[src/rtl/full_adder_pkg.sv]
// full_adder_pkg: shared state encoding, vector count and golden model for the full_adder BIST
//   state_t   : IDLE, SETTLE, CHECK, DONE
//   fa_golden : returns the expected {carry,sum} for a 3-bit vector {cin,y,x}
package full_adder_pkg;
    typedef enum logic [1:0] {IDLE, SETTLE, CHECK, DONE} state_t;
    localparam int NUM_VECTORS = 8;
    localparam logic [2:0] LAST_VEC = 3'(NUM_VECTORS - 1);
    function automatic logic [1:0] fa_golden(input logic [2:0] vec);
        return {(vec[0] & vec[1]) | (vec[0] & vec[2]) | (vec[1] & vec[2]), ^vec};
    endfunction
endpackage

[src/rtl/full_adder_bist.sv]
// full_adder_bist: exhaustive self-test controller for a 1-bit full adder
//   iCLK, iRST (async, active-high), iSTART (level, accepted in IDLE/DONE)
//   oX/oY/oCIN : registered stimulus, {oCIN,oY,oX} = current vector index
//   iSUM/iCARRY: adder outputs under test
//   oBUSY, oDONE, oPASS, oERR_CNT (0..8), oFAIL_VEC (first failing vector)
module full_adder_bist
    import full_adder_pkg::*;
#(
    parameter int SETTLE_CYCLES = 2,
    parameter bit STOP_ON_FAIL  = 1'b0
) (
    input  logic       iCLK,
    input  logic       iRST,
    input  logic       iSTART,
    output logic       oX,
    output logic       oY,
    output logic       oCIN,
    input  logic       iSUM,
    input  logic       iCARRY,
    output logic       oBUSY,
    output logic       oDONE,
    output logic       oPASS,
    output logic [3:0] oERR_CNT,
    output logic [2:0] oFAIL_VEC
);
    localparam logic [3:0] SETTLE_LAST = 4'(SETTLE_CYCLES - 1);

    state_t     state_q, state_d;
    logic [2:0] vec_q, vec_d;
    logic [3:0] cnt_q, cnt_d;
    logic [3:0] err_q, err_d;
    logic [2:0] fail_q, fail_d;
    logic       busy_q, busy_d;
    logic       done_q, done_d;
    logic       pass_q, pass_d;
    logic       mismatch;

    assign mismatch = {iCARRY, iSUM} != fa_golden(vec_q);

    always_comb begin
        state_d = state_q;
        vec_d   = vec_q;
        cnt_d   = cnt_q;
        err_d   = err_q;
        fail_d  = fail_q;
        case (state_q)
            IDLE, DONE: begin
                if (iSTART) begin
                    state_d = SETTLE;
                    vec_d   = '0;
                    cnt_d   = '0;
                    err_d   = '0;
                    fail_d  = '0;
                end
            end
            SETTLE: begin
                cnt_d   = cnt_q + 4'd1;
                state_d = cnt_q == SETTLE_LAST ? CHECK : SETTLE;
            end
            CHECK: begin
                if (mismatch) begin
                    err_d  = err_q + 4'd1;
                    fail_d = err_q == 4'd0 ? vec_q : fail_q;
                end
                // The last vector or an early stop ends the run; vec never wraps back to 0.
                if (vec_q == LAST_VEC || (mismatch && STOP_ON_FAIL)) begin
                    state_d = DONE;
                end else begin
                    state_d = SETTLE;
                    vec_d   = vec_q + 3'd1;
                    cnt_d   = '0;
                end
            end
        endcase
        // Status flags are decoded from the next state so they are registered alongside it.
        busy_d = state_d == SETTLE || state_d == CHECK;
        done_d = state_d == DONE;
        pass_d = done_d && err_d == 4'd0;
    end

    always_ff @(posedge iCLK or posedge iRST) begin
        if (iRST) begin
            state_q <= IDLE;
            vec_q   <= '0;
            cnt_q   <= '0;
            err_q   <= '0;
            fail_q  <= '0;
            busy_q  <= 1'b0;
            done_q  <= 1'b0;
            pass_q  <= 1'b0;
        end else begin
            state_q <= state_d;
            vec_q   <= vec_d;
            cnt_q   <= cnt_d;
            err_q   <= err_d;
            fail_q  <= fail_d;
            busy_q  <= busy_d;
            done_q  <= done_d;
            pass_q  <= pass_d;
        end
    end

    assign oX        = vec_q[0];
    assign oY        = vec_q[1];
    assign oCIN      = vec_q[2];
    assign oBUSY     = busy_q;
    assign oDONE     = done_q;
    assign oPASS     = pass_q;
    assign oERR_CNT  = err_q;
    assign oFAIL_VEC = fail_q;
endmodule

[config.mk]
export PLATFORM = sky130hd
export DESIGN_NAME = full_adder_bist
export DESIGN_NICKNAME = d
export VERILOG_FILES = /design/src/rtl/full_adder_pkg.sv /design/src/rtl/full_adder_bist.sv
export SDC_FILE = /design/constraint.sdc
export NUM_CORES = 1
export LEC_CHECK = 0
export CAP_MARGIN = 15
export CORE_ASPECT_RATIO = 1.4
export CORE_MARGIN = 8
export CORE_UTILIZATION = 30
export CTS_CLUSTER_DIAMETER = 120
export DETAILED_ROUTE_END_ITERATION = 12
export GPL_TIMING_DRIVEN = 0
export PLACE_DENSITY_LB_ADDON = 0.1
export SKIP_CTS_REPAIR_TIMING = 1
export SLEW_MARGIN = 30
export SYNTH_ARGS = -nofsm -noshare
export SYNTH_HDL_FRONTEND = slang
export SYNTH_SLANG_ARGS = --single-unit
[constraint.sdc]
create_clock -name iCLK -period 5.4 [get_ports iCLK]
set_input_delay 1.08 -clock iCLK [delete_from_list [all_inputs] [get_ports iCLK]]
set_output_delay 1.08 -clock iCLK [all_outputs]
set_load 0.005 [all_outputs]
Word level (Yosys, flattened, before mapping)
Cells that the tools add are included.
{"block": "classes", "n_reduce_logical": 11, "n_bitwise": 5, "eq_ne": 13, "addsub": 3, "n_mux": 16}
{"op": "two-way mux 4 bit", "count": 4}
{"op": "two-way mux 3 bit", "count": 4}
{"op": "case mux 3 bit (2 select lines)", "count": 2}
{"op": "case mux 4 bit (3 select lines)", "count": 1}
{"op": "adder 4 x 1 -> 4 bit, second input constant", "count": 2}
{"op": "equality test 2 bit, second input constant", "count": 4}
{"op": "logical NOT 4 bit", "count": 2}
{"op": "inequality test 2 bit, second input constant", "count": 4}
{"op": "case mux 4 bit (2 select lines)", "count": 1}
{"op": "two-way mux 2 bit", "count": 3}
{"op": "case mux 2 bit (3 select lines)", "count": 1}
{"op": "equality test 2 x 1 -> 1 bit, second input constant", "count": 2}
{"op": "equality test 4 x 1 -> 1 bit, second input constant", "count": 1}
{"op": "AND reduction 4 bit", "count": 1}
{"op": "adder 3 x 1 -> 3 bit, second input constant", "count": 1}
{"op": "AND 1 bit", "count": 3}
{"op": "equality test 3 bit, second input constant", "count": 1}
{"op": "AND reduction 3 bit", "count": 1}
{"op": "parity 3 bit", "count": 1}
{"op": "logical NOT 2 bit", "count": 1}
{"op": "inequality test 2 bit", "count": 1}
{"op": "bitwise OR 1 bit", "count": 2}
{"op": "AND reduction 2 bit", "count": 1}
{"op": "nonzero test 2 bit", "count": 1}
{"op": "3 further kinds", "count": 3}
{"block": "word_totals", "wordCells": 56, "reg_bits": 19, "output_inout_bits": 13, "input_bits": 5}

Logic depth before layout (Yosys ltp)
{"block": "depth", "word_depth": 8, "ltp_mapped": 9, "ltp_nobuf": 8}

Worst setup path after synthesis
OpenSTA, ideal clock, no wires.
{"block": "synth_timing", "path_type": "register -> register", "from": "register vec_q[0]", "to": "register pass_q, in the netlist oPASS", "stages_incl_launch_ff": 7, "arrival_ns": 1.956, "path_slack_ns": 3.348, "required_ns": 5.304, "n_path_buf": 0, "setup_ns": 0.096, "period_less_slack_ns": 2.052, "path_cell_list": "dfrtp_1 > inv_1 > fa_1 > xor2_2 > a2111oi_1 > a221o_1 > nor4_2"}
{"block": "synth_via", "elab_chain_cells": 8, "word_cells_on_any_way": 14, "classes_between": "eq/ne (3); mux (4); bitwise (4); reduce/logical (3)"}
{"item": "from (decl)", "line": "full_adder_bist.sv:29", "source": "logic [2:0] vec_q, vec_d;"}
{"item": "from (signal assigned)", "line": "full_adder_bist.sv:93", "source": "vec_q <= vec_d;"}
{"item": "AND 1 bit", "line": "full_adder_pkg.sv:9", "source": "return {(vec[0] & vec[1]) | (vec[0] & vec[2]) | (vec[1] & vec[2]), ^vec};"}
{"item": "bitwise OR 1 bit (2 in series)", "line": "full_adder_pkg.sv:9"}
{"item": "inequality test 2 bit (*)", "line": "full_adder_bist.sv:38", "source": "assign mismatch = {iCARRY, iSUM} != fa_golden(vec_q);"}
{"item": "two-way mux 4 bit (*)", "line": "full_adder_bist.sv:61", "source": "if (mismatch) begin"}
{"item": "case mux 4 bit (2 select lines) (*)", "line": "full_adder_bist.sv:46", "source": "case (state_q)"}
{"item": "named net err_d[2]", "line": "full_adder_bist.sv:31", "source": "logic [3:0] err_q, err_d;"}
{"item": "logical NOT 4 bit (*)", "line": "full_adder_bist.sv:78", "source": "pass_d = done_d && err_d == 4'd0;"}
{"item": "logical AND 1 bit (*)", "line": "full_adder_bist.sv:78"}
{"item": "named net pass_d", "line": "full_adder_bist.sv:35", "source": "logic pass_q, pass_d;"}
{"item": "to (signal assigned)", "line": "full_adder_bist.sv:99", "source": "pass_q <= pass_d;"}
{"item": "to (decl)", "line": "full_adder_bist.sv:35"}
Mark *: on every way through the listed nets, which the timed path passes. The rest lies on a longest branch.
A chain may end at the register's enable or synchronous reset.

Worst setup path after layout
{"block": "layout_timing", "from": "input port iSUM", "to": "register pass_q, in the netlist oPASS"}
{"block": "layout_via", "elab_chain_cells": 5}
{"item": "from (decl)", "line": "full_adder_bist.sv:18", "source": "input logic iSUM,"}
{"item": "inequality test 2 bit", "line": "full_adder_bist.sv:38"}
{"item": "two-way mux 4 bit", "line": "full_adder_bist.sv:61"}
{"item": "case mux 4 bit (2 select lines)", "line": "full_adder_bist.sv:46"}
{"item": "named net err_d[2]", "line": "full_adder_bist.sv:31"}
{"item": "logical NOT 4 bit", "line": "full_adder_bist.sv:78"}
{"item": "logical AND 1 bit", "line": "full_adder_bist.sv:78"}
{"item": "named net pass_d", "line": "full_adder_bist.sv:35"}
The timed path passes the listed nets, and every way through them passes these cells.

==> results.json <==
{
  "antenna_found_initial": 0,
  "outcome": "finished clean",
  "yosys.area_share.simple_pct": 13.7,
  "yosysSeqAreaShare_pct": 41.9,
  "reg2reg_from": "vec_q[1]",
  "cp-start-kind": "input port",
  "ant_nets": 0,
  "synth.mux.area_fraction_pct": 4.42,
  "grt_max_degree": 20,
  "finalCriticalPeriod_ns": 2.47,
  "gp_congestion": 0.743,
  "grt_pass1_vias": 889,
  "reg2reg_to": "oPASS",
  "die_area_mm2": 0.00603,
  "ir_drop_mv": 0.189,
  "r2r_cells": 6,
  "tightest_slew_ns": 0.762,
  "overflow": 0,
  "grt_usage_pct": 9.39,
  "slowest_delay_ns": 0.54,
  "synth_area_per_cell_um2": 10.2,
  "critPathKind": "in -> reg",
  "ys_ff_latch": 19,
  "holdPathStages": 1,
  "synth.cell_area_mm2": 0.00113,
  "synth_compound_area_share_pct": 18.4,
  "synth_xor_area_share_pct": 4.42,
  "ios": 18,
  "cts_made_buffers": 3,
  "wl_um": 2600,
  "core.rowCount": 26,
  "postLayoutCellArea_mm2": 0.00140,
  "fill_cells": 382,
  "yosysTopAreaCell": "dfrtp_1",
  "power_uw": 551,
  "htreeDepth": 1,
  "syn-num-nets": 126,
  "cts_tree": "built",
  "drv_slew": 0,
  "hold_end": "cnt_q[3]",
  "cp.arrival_ns": 2.64,
  "finalHoldViolCount": 0,
  "diodes": 0,
  "syn2layout_area_growth_pct": 23.7,
  "final_common_cell": "dfrtp_1",
  "synthDistinctLibCells": 37,
  "nets": 148,
  "yosysTopAreaCellShare_pct": 41.9,
  "core_mm2": 0.00364,
  "drive_above_1_share_pct": 9.09,
  "cp-end-kind": "register",
  "vias": 881,
  "setup_viol": 0,
  "io_buffers": 17,
  "synth_top_family_by_area": "compound AO/OA/AOI/OAI gates",
  "clock-sinks": 19,
  "reg2reg_slack_ns": 3.17,
  "required_ns": 5.57,
  "finalCritPeriodShare_pct": 45.8,
  "postLayoutSetupSlackWorst_ns": 2.93,
  "placed_area_mm2": 0.00136,
  "hold_start": "cnt_q[3]",
  "avgRoutedWirePerCell_um": 14.9,
  "p_leak_uw": 0.000576,
  "path_clk_slew_ns": 0.08,
  "synthTopCellsByArea": "dfrtp_1, ha_1, mux2i_1",
  "fmax_ghz": 0.405,
  "layout_common_cells": "dfrtp_1, clkdlybuf4s50_1, inv_1",
  "dieHeight_um": 88.7,
  "pre_cts_slack_ns": 2.67,
  "p_per_area_mw_per_mm2": 393,
  "dp_hpwl_um": 1960,
  "clk_latency_ns": 0.26,
  "ys.warnings.count": 0,
  "drt_first_pass_iters": 4,
  "hold_class": "reg -> reg",
  "initial_utilization_pct": 31.1,
  "synth_fa_ha_area_share_pct": 11.7,
  "crit_fanout": 7,
  "skew_ns": 0.00637,
  "setup_tns_ns": 0,
  "worstPathCellList": "clkdlybuf4s50_1, xor2_2, a2111oi_1, a221o_1, nor4_2",
  "drv_cap": 0,
  "rsz0062_at_grt": "false",
  "cts.path.max_buffers": 2,
  "routed_via_density": 5.06,
  "grt_pass1_wl_um": 4350,
  "slowest_stage": "clkdlybuf4s50_1",
  "drc": 0,
  "synthCells": 111,
  "relSlewSlack_pct": 49.1,
  "fp.dieW_um": 68.0,
  "drt_iter0_markers": 15,
  "root_buffer": "clkbuf_8"
}
worst max path at each step:
stage	cells past startpoint	start	end	slack, ns
after floorplan	6	vec_q[0]	oPASS	3.35
after global placement	5	iSUM	oPASS	2.67
after detailed placement	5	iCARRY	oPASS	2.67
after CTS	5	iSUM	oPASS	2.93
after global routing	5	iCARRY	oPASS	2.78
final	5	iSUM	oPASS	2.93
layout make-up:
| type | count | area (um^2) | area share (%) |
|---|---|---|---|
| clock buffers | 3 | 41.3 | 2.94 |
| inverters | 13 | 48.8 | 3.48 |
| repair buffers | 17 | 170 | 12.1 |
| plain buffers | 3 | 12.5 | 0.892 |
| well taps | 42 | 52.6 | 3.75 |
| clock inverters | 1 | 5.00 | 0.357 |
| multi-input cells | 76 | 597 | 42.6 |
| flip-flops and latches | 19 | 475 | 33.9 |
report_power, final:
group / switching, uW / internal, uW / leakage [uW]
sequential: 25.2 / 176 / 0.000256
clock: 52.3 / 51.4 / 0.0000255
combinational: 134 / 112 / 0.000294
registers in the layout (all words and copies together), names as in the netlist:
| name | flops |
|---|---|
| cnt_q | 4 |
| oPASS | 1 |
| oDONE | 1 |
| vec_q | 3 |
| oFAIL_VEC | 3 |
| oERR_CNT | 4 |
| oBUSY | 1 |
| state_q | 2 |
logic make-up after synthesis:
kind of cell	after synthesis
AO/OA/AOI/OAI	28
XOR/XNOR	4
adder cells (fa/ha/maj)	10
buffers and inverters	16
flip-flops	19
multiplexers	5
AND/OR/NAND/NOR	29
per-layer routing:
metal | part of all wire, % | global-route usage, % | vias to the layer above
met4 | 1.3 | 4.30 | 0
li1 | - | - | 438
met3 | 4.2 | 2.03 | 4
met1 | 45 | 11.4 | 428
met2 | 50 | 15.2 | 11
met5 | 0 | 0 | -
Yosys cell counts (all sizes together):
cell / n
o2111ai: 1
or2: 1
o31ai: 1
a211oi: 1
a2111oi: 1
a32o: 2
o21ai: 4
xnor2: 2
a211o: 2
nand2b: 1
o22ai: 2
a21oi: 5
nor3: 1
o211ai: 4
nor2: 4
nand4: 2
and2: 1
ha: 9
or3b: 1
a22oi: 1
xor2: 2
fa: 1
inv: 13
mux2i: 5
buf: 2
dfrtp: 19
nor4: 1
nand3: 2
nor2b: 2
nand3b: 1
clkbuf: 1
a2111o: 1
a32oi: 1
nand2: 12
a221o: 2
per-stage QoR:
stage               hold slack (ns)  instances  util (%)
floorplan                     0.452        111         -
global placement              0.492        170      37.2
detailed placement            0.496        170      37.2
CTS                           0.508        174      38.5
global route                  0.520        174      38.5
finish                        0.515        174      38.5
critical path, delay by kind of cell:
family,cells,cell delay [ns]
AO/OA/AOI/OAI,2,0.47
XOR/XNOR,1,0.31
AND/OR/NAND/NOR,1,0.24
buffers and inverters,1,0.54
Power figures use the tool's default switching activity.
